`src/rtl/hazard_ctrl.sv`:
```
// hazard_ctrl -- pipeline hazard detection for a 5-stage MIPS-style core.
//
// Raises stall (and the matching E_flush bubble) when the instruction in D
// needs a register value that E or M will not have produced in time
// (Tuse/Tnew scheme), or when D touches the mult/div unit while it is busy
// or being started.
//
// Ports:
//   clk, reset                 clock (rising edge), async active-low reset
//   D_rs_addr, D_rt_addr       source registers of the instruction in D
//   D_Tuse_rs, D_Tuse_rt       cycles until D needs rs/rt (all-ones = unused)
//   D_md_use                   D is a mult/div/mfhi/mflo/mthi/mtlo
//   E_A3/M_A3, E_WE/M_WE       destination register and write enable in E/M
//   E_Tnew, M_Tnew             cycles until the E/M result is available
//   E_md_start, E_md_div       E starts mult (div=0) or div (div=1)
//   perf_clr                   synchronous clear of stall_cnt
//   stall, E_flush             freeze PC + F/D, bubble into D/E
//   md_busy                    mult/div unit is computing
//   stall_cnt                  stall-cycle counter
//
// Build option: define HAZARD_PERF_EN to get a saturating stall_cnt.
// Without it stall_cnt is tied to 0 and perf_clr is ignored.

module hazard_ctrl #(
    parameter int REG_AW      = 5,
    parameter int T_W         = 2,
    parameter int MULT_CYCLES = 5,
    parameter int DIV_CYCLES  = 10
) (
    input  logic              clk,
    input  logic              reset,
    input  logic [REG_AW-1:0] D_rs_addr,
    input  logic [REG_AW-1:0] D_rt_addr,
    input  logic [T_W-1:0]    D_Tuse_rs,
    input  logic [T_W-1:0]    D_Tuse_rt,
    input  logic              D_md_use,
    input  logic [REG_AW-1:0] E_A3,
    input  logic [REG_AW-1:0] M_A3,
    input  logic              E_WE,
    input  logic              M_WE,
    input  logic [T_W-1:0]    E_Tnew,
    input  logic [T_W-1:0]    M_Tnew,
    input  logic              E_md_start,
    input  logic              E_md_div,
    input  logic              perf_clr,
    output logic              stall,
    output logic              E_flush,
    output logic              md_busy,
    output logic [31:0]       stall_cnt
);

    localparam int CNT_W = $clog2(DIV_CYCLES + 1);

    logic [CNT_W-1:0] md_cnt;
    logic             haz_rs;
    logic             haz_rt;
    logic             haz_md;

    // One producer vs one consumer operand. Tnew == 0 can never exceed a
    // Tuse, and an all-ones Tuse can never be below a Tnew, so both the
    // "already available" and "operand unused" cases fall out naturally.
    function automatic logic prod_haz(
        input logic [REG_AW-1:0] src,
        input logic [T_W-1:0]    tuse,
        input logic [REG_AW-1:0] a3,
        input logic              we,
        input logic [T_W-1:0]    tnew
    );
        return (tuse < tnew) && (src == a3) && (a3 != '0) && we;
    endfunction

    always_comb begin
        haz_rs = prod_haz(D_rs_addr, D_Tuse_rs, E_A3, E_WE, E_Tnew)
               | prod_haz(D_rs_addr, D_Tuse_rs, M_A3, M_WE, M_Tnew);
        haz_rt = prod_haz(D_rt_addr, D_Tuse_rt, E_A3, E_WE, E_Tnew)
               | prod_haz(D_rt_addr, D_Tuse_rt, M_A3, M_WE, M_Tnew);
        // E_md_start counts too: md_busy only rises on the following cycle.
        haz_md = D_md_use & (md_busy | E_md_start);
    end

    assign stall   = haz_rs | haz_rt | haz_md;
    assign E_flush = stall;

    // Mult/div countdown; a new start always reloads, even mid-operation.
    always_ff @(posedge clk or negedge reset) begin
        if (!reset) begin
            md_cnt <= '0;
        end else if (E_md_start) begin
            md_cnt <= E_md_div ? CNT_W'(DIV_CYCLES) : CNT_W'(MULT_CYCLES);
        end else if (md_cnt != '0) begin
            md_cnt <= md_cnt - 1'b1;
        end
    end

    // Decoded straight from the counter flops, so busy spans exactly the
    // loaded count starting the cycle after the start.
    assign md_busy = (md_cnt != '0);

`ifdef HAZARD_PERF_EN
    always_ff @(posedge clk or negedge reset) begin
        if (!reset) begin
            stall_cnt <= '0;
        end else if (perf_clr) begin
            stall_cnt <= '0;
        end else if (stall && (stall_cnt != 32'hFFFF_FFFF)) begin
            stall_cnt <= stall_cnt + 32'd1;
        end
    end
`else
    logic unused_perf_clr;
    assign unused_perf_clr = perf_clr;
    assign stall_cnt       = '0;
`endif

endmodule

```
`config.mk`:
```
export PLATFORM = sky130hd
export DESIGN_NAME = hazard_ctrl
export DESIGN_NICKNAME = d
export VERILOG_FILES = /design/src/rtl/hazard_ctrl.sv
export SDC_FILE = /design/constraint.sdc
export NUM_CORES = 1
export LEC_CHECK = 0
export ABC_AREA = 1
export ABC_CLOCK_PERIOD_IN_PS = 1810
export BUFFER_PORTS_ARGS = -buffer_cell sky130_fd_sc_hd__buf_2
export CORE_MARGIN = 8
export CORE_UTILIZATION = 44
export CTS_CLUSTER_SIZE = 28
export DETAILED_ROUTE_END_ITERATION = 6
export PLACE_DENSITY = 0.95
export SLEW_MARGIN = 20
export SYNTH_ARGS = -nofsm -noshare
export SYNTH_HDL_FRONTEND = slang
export SYNTH_SLANG_ARGS = --single-unit
```
`constraint.sdc`:
```
create_clock -name clk -period 1.81 [get_ports clk]
set_input_delay 0.0905 -clock clk [delete_from_list [all_inputs] [get_ports clk]]
set_output_delay 0.0905 -clock clk [all_outputs]
set_load 0.005 [all_outputs]
```
==> impl_results.md, run 1 <==
- Outcome: complete, no violations
- Register area share after synthesis: 10.1%
- First-pass GRT wire length: 4150 um
- CP Capture Point: E_flush
- Pre-CTS WS: 0.510 ns
- Biggest register: md_cnt
- Final Hold Violating Endpoints: 0
- Clock buffer depth: 2
- Seq cells post-synth: 4
- VDD IR max: 0.253 mV
- Largest regs: md_cnt x4
- Clock-pin slew on the worst setup and hold paths: 0.04 ns
- Starting Density: 45.6%
- Clock Latency Late Sink: 0.24 ns
- Flip-flop count of the largest register after layout: 4
- Initial antenna violation count: 0
- Post-Synthesis Cells: 170
- Worst reg2reg endpoint: md_cnt[1]
- Kind of critical path: reg2out
- Clock root cell: clkbuf_4
- Gp weighted congestion: 0.860
- Sink Count: 4
- Number of global-route vias before repair: 1026
- DR WL/cell: 10.4 um
- Syn Std Cell Area: 988 um^2
- DPL Wire Length: 2230 um
- IO Count: 71
- Worst Skew: 0.00615 ns
- Final ANT Viol Nets: 0
- Worst Setup SP: md_cnt[0]
- Slowest cell on the critical path: dfrtp_1
- CTS Buf Count: 3
- Row count: 17
- Slowest stage delay, CP: 0.39 ns
- Ant. Diodes: 0
- Vias: 1006
- TNS Setup: 0 ns
- Flop-to-flop setup slack: 0.57 ns
- Fin crit share: 87.8%
- Final core occ: 51.2%
- Multi-input gate area: 652 um^2
- Crit-path max FO: 3
- Die Span Y: 63.4 um
- Met3 usage: 5.65%
- Final WS setup: 0.220 ns
- Unrepaired setup endpoints after global routing: false
- Die ar.: 4020 um^2
- Total Wirelength: 2470 um
- # fillers: 250
- Met1 usage: 11.4%
- Reg-to-reg startpoint: md_cnt[0]
- Area Overhead vs Synth: 12.3%
- Die W: 63.4 um
- CTS tree: built
- H-tree levels: 1
- PostCTS Resize Cnt: 0
- Reg2reg path depth: 7
- Met2 GRT Util: 22.6%
- Sequential cell area: 100 um^2
- Cell Chain, Critical Path: inv_1, ha_1, nand2_1, nor2_1, inv_1, nand2_1, nand3_2, buf_2
- PwrDens: 450 nW/um^2
- Leak Pwr: 0.727 nW
- Startpoint types: register
- Max-slew violations: 0
- Ys Warns: 0
- Min Tclk post-route: 1.59 ns
- Core area: 2170 um^2
- Detailed Routing Iterations Pass 1: 4
- DRT iter0 DRCs: 16
- Mapped Avg Cell Area: 5.81 um^2
- DRC Markers: 0
- Hold Crit Class: in2reg
- Setup violators final: 0
- # port buffers: 37
- GR peak layer: met2
- Nets: 253
- GR Util All Layers: 12.2%
- Nature of the critical path endpoint: output port
- Synth cell types: 22
- Pin count of the biggest net entering global routing: 5
- Overflow after GRT: 0
- Layout cells sized above 1: 23.4%
- Vias per Instance: 4.24
- CP arrival: 1.50 ns
- Fmax: 629 MHz
- CP required: 1.72 ns
- Max Cap Viol: 0
==> cell usage after synthesis, drive strengths merged <==
| cell type | instances | area [um^2] |
|---|---|---|
| nand2 | 52 | 198 |
| buf | 33 | 248 |
| inv | 27 | 101 |
| nor2 | 14 | 52.6 |
| o21ai | 9 | 45.0 |
| nand3 | 8 | 50.1 |
| ha | 6 | 75.1 |
| dfrtp | 4 | 100 |
| a21boi | 3 | 22.5 |
| xor2 | 3 | 26.3 |
| a21oi | 2 | 10.0 |
| o21bai | 2 | 15.0 |
| xnor2 | 2 | 17.5 |
| clkinv | 1 | 3.75 |
| conb | 1 | 3.75 |
| nand4 | 1 | 6.26 |
| o211ai | 1 | 7.51 |
| or2 | 1 | 6.26 |
==> area by class of cell <==
| class | instances | area share, % |
|---|---|---|
| Sequential cell | 4 | 9.02 |
| Multi-Input combinational cell | 136 | 58.7 |
| Tap cell | 28 | 3.16 |
| Timing Repair Buffer | 38 | 17.6 |
| Clock buffer | 3 | 2.03 |
| Inverter | 28 | 9.47 |
==> power by group <==
group          internal [mW]  leakage, nW  total (mW)  switching [mW]
Sequential             0.112       0.0483       0.129          0.0163
Combinational          0.108        0.665       0.261           0.153
Clock                 0.0741       0.0138       0.110          0.0360
==> worst min-delay path by stage <==
stage / startpoint / end / slack [ns] / cells after the start
after floorplan: reset / md_cnt[0] / -0.21 / 0
after global placement: reset / md_cnt[3] / -0.10 / 1
after detailed placement: reset / md_cnt[1] / -0.1 / 1
after CTS: E_md_div / md_cnt[3] / 0.11 / 3
after global routing: E_md_div / md_cnt[3] / 0.15 / 3
final: E_md_div / md_cnt[3] / 0.12 / 3
==> kinds of logic (layout without fill, tap and decap cells) <==
| kind of cell | Yosys count | count (layout) | synth area share, % |
|---|---|---|---|
| AND/OR/NAND/NOR | 76 | 76 | 31.6 |
| buffers and inverters | 61 | 69 | 35.7 |
| AO/OA/AOI/OAI | 17 | 17 | 10.1 |
| adder cells (fa/ha/maj) | 6 | 6 | 7.59 |
| XOR/XNOR | 5 | 5 | 4.43 |
| flip-flops | 4 | 4 | 10.1 |
| other | 1 | 32 | 0.379 |
==> stage by stage <==
stage / instances / hold slack (ns) / instance area [um^2] / power [mW]
detailed placement: 233 / -0.0996 / 1080 / 0.383
global placement: 233 / -0.105 / 1080 / 0.372
CTS: 237 / 0.109 / 1110 / 0.503
global route: 237 / 0.153 / 1110 / 0.550
finish: 237 / 0.119 / 1110 / 0.500
floorplan: 201 / -0.205 / 1100 / 0.340
==> worst max-delay path: cells and delay by family (launching register included) <==
kind,cells,cell delay [ns]
AND/OR/NAND/NOR,4,0.40
flip-flops,1,0.39
buffers and inverters,3,0.33
adder cells (fa/ha/maj),1,0.15
==> cell usage in the layout (no fill, tap or decap) <==
cell type and instances:
inv_2 5, xnor2_1 2, dfrtp_1 4, dlygate4sd3_1 1, nand2_2 1, inv_1 22
ha_1 6, o21ai_1 3, clkbuf_4 3, xor2_1 3, buf_2 37, o21bai_1 2
conb_1 32, clkinv_1 1, nand2_1 51, a21boi_0 3, o211ai_1 1, nand4_1 1
nand3_2 2, nor2_1 14, a21oi_1 2, o21ai_0 6, nand3_1 6, or2_2 1
==> layer usage <==
metal | routed length [um] | vias to the layer above
met4 | 21 | 0
met5 | 0 | -
li1 | - | 532
met3 | 244 | 5
met2 | 1330 | 38
met1 | 879 | 431
==> timing repair <==
| action | 4_1_cts | 5_1_grt |
|---|---|---|
| hold buffers | 1 | 0 |
| endpoints found under the hold margin | 4 | 0 |
| buffers inserted | 0 | 0 |
(Power assumes the default switching activity.)
==> run 2: changes to the inputs <==
==> constraint.sdc (replaced) <==
create_clock -name clk -period 1.81 [get_ports clk]
set_input_delay 0.543 -clock clk [delete_from_list [all_inputs] [get_ports clk]]
set_output_delay 0.543 -clock clk [all_outputs]
set_load 0.05 [all_outputs]
==> run 2 against run 1 <==
Against the previous run:
- the flow now finishes with violations (setup timing)
- critical path depth increased by 2
- global-route usage increased by 0.98 points
- fmax decreased by 27%
- core utilization increased by 8.1 points
==> impl_results.md, run 2 (synthesis gave the netlist of run 1 again) <==
- Fin crit share: 120%
- Starting Density: 45.6%
- Flip-flop count of the largest register after layout: 4
- Reg2reg path depth: 8
- CTS tree: built
- DRT iter0 DRCs: 28
- Initial antenna violation count: 0
- Total Wirelength: 2650 um
- Final ANT Viol Nets: 0
- Kind of critical path: in2out
- Clock Latency Late Sink: 0.24 ns
- Cell Chain, Critical Path: buf_8, inv_12, ha_4, a21boi_2, nor2_1, nand3_1, nand2_1, nand2_2, nand3_4, buf_8
- Die Span Y: 63.4 um
- WP depth: 10
- Layout cells sized above 1: 31.3%
- H-tree levels: 1
- Gp weighted congestion: 0.879
- Most common cell after layout, fill and taps aside: nand2_1
- Tot Pwr: 0.742 mW
- Hold Crit Class: in2async
- Worst Skew: 0.00120 ns
- Slowest cell on the critical path: ha_4
- Most frequent cells in the layout: nand2_1 (48), conb_1 (32), buf_2 (32)
- TNS Setup: -0.718 ns
- GR Util All Layers: 13.1%
- Overflow after GRT: 0
- First-pass GRT wire length: 4460 um
- Nets: 258
- Fmax: 461 MHz
- Startpoint types: input pin
- CP arrival: 1.63 ns
- # port buffers: 37
- Sink Count: 4
- Vias: 1037
- Biggest register: md_cnt
- Crit-path max FO: 2
- Min Tclk post-route: 2.17 ns
- Ant. Diodes: 0
- DPL Wire Length: 2390 um
- Core area: 2170 um^2
- CP most frequent cell: buf_8
- Vias per Instance: 4.29
- Max-slew violations: 0
- Pin count of the biggest net entering global routing: 5
- Die ar.: 4020 um^2
- Die W: 63.4 um
- DRC Markers: 0
- Nature of the critical path endpoint: output port
- IO Count: 71
- Largest regs: md_cnt x4
- CP required: 1.27 ns
- Number of global-route vias before repair: 1142
- Outcome: finished with violations
- Final WS setup: -0.360 ns
- Clock-pin slew on the worst setup and hold paths: 0.04 ns
- DR WL/cell: 10.9 um
- Setup violators final: 2
- Final core occ: 59.3%
- Failing checks: setup timing
- Detailed Routing Iterations Pass 1: 5
- VDD IR max: 0.335 mV
- Post-CTS setup buffers: 0
- Row count: 17
- Buffers & Inverters on Critical Path: 3
- PwrDens: 577 nW/um^2
- Leak Pwr: 0.780 nW
- Slowest stage delay, CP: 0.18 ns
- Family with the most delay on the worst path: simple AND/OR/NAND/NOR gates
- Final Hold Violating Endpoints: 0
- Clock buffer depth: 2
- Area Overhead vs Synth: 30.1%
- Unrepaired setup endpoints after global routing: true
- Clock root cell: clkbuf_4
- CTS Buf Count: 3
- Max Cap Viol: 0
-- run 2: cell types whose count changed in the layout (fill, tap and decap cells not counted), sizes merged --
cell         before  now
dlygate4sd3       1    0
buf              37   43
-- run 2: power by group --
part / internal (mW) / total (mW) / switching [mW]
logic: 0.161 / 0.505 / 0.344
clock network: 0.0741 / 0.110 / 0.0361
registers: 0.112 / 0.127 / 0.0142
total: 0.348 / 0.742 / 0.394
-- run 2: area by class of cell --
class | count | area, um^2
multi-input cells | 136 | 733
well taps | 28 | 35.0
clock buffers | 3 | 22.5
inverters | 28 | 123
fillers | 216 | 883
repair buffers | 43 | 273
flip-flops and latches | 4 | 100
-- run 2: path summary, 6_finish.rpt --
path / start / slack, ns / endpoint
setup / recovery: E_Tnew[1] / -0.36 / E_flush
hold / removal: reset / 0.1 / md_cnt[2]
setup reg to reg: md_cnt[0] / 0.54 / md_cnt[1]
hold reg to reg: md_cnt[3] / 0.59 / md_cnt[3]
max in group asynchronous: reset / 1.60 / md_cnt[3]
min in group clk: E_md_div / 0.56 / md_cnt[3]
-- run 2: timing repair --
action,in CTS,in global routing
setup endpoints to repair,2,2
pin swaps,9,0
hold buffers,0,0
cloned,0,0
gates resized for setup,14,0
-- run 2: metal layers --
layer	vias to the layer above	wire length (um)	track usage, %
met1	439	970	12.5
met5	-	0	0
met2	51	1340	23.6
met4	0	41	6.41
met3	6	297	5.65
li1	541	-	-
-- run 2: per-stage QoR --
stage | worst slack (ns) | hold WS, ns | area (um^2) | instances
3_5_place_dp | -0.531 | 0.347 | 1210 | 239
4_1_cts | -0.333 | 0.105 | 1290 | 242
5_1_grt | -0.427 | 0.0978 | 1290 | 242
6_report | -0.360 | 0.0994 | 1290 | 242
2_1_floorplan | -0.276 | 0.247 | 1200 | 201
3_3_place_gp | -0.485 | 0.347 | 1210 | 239
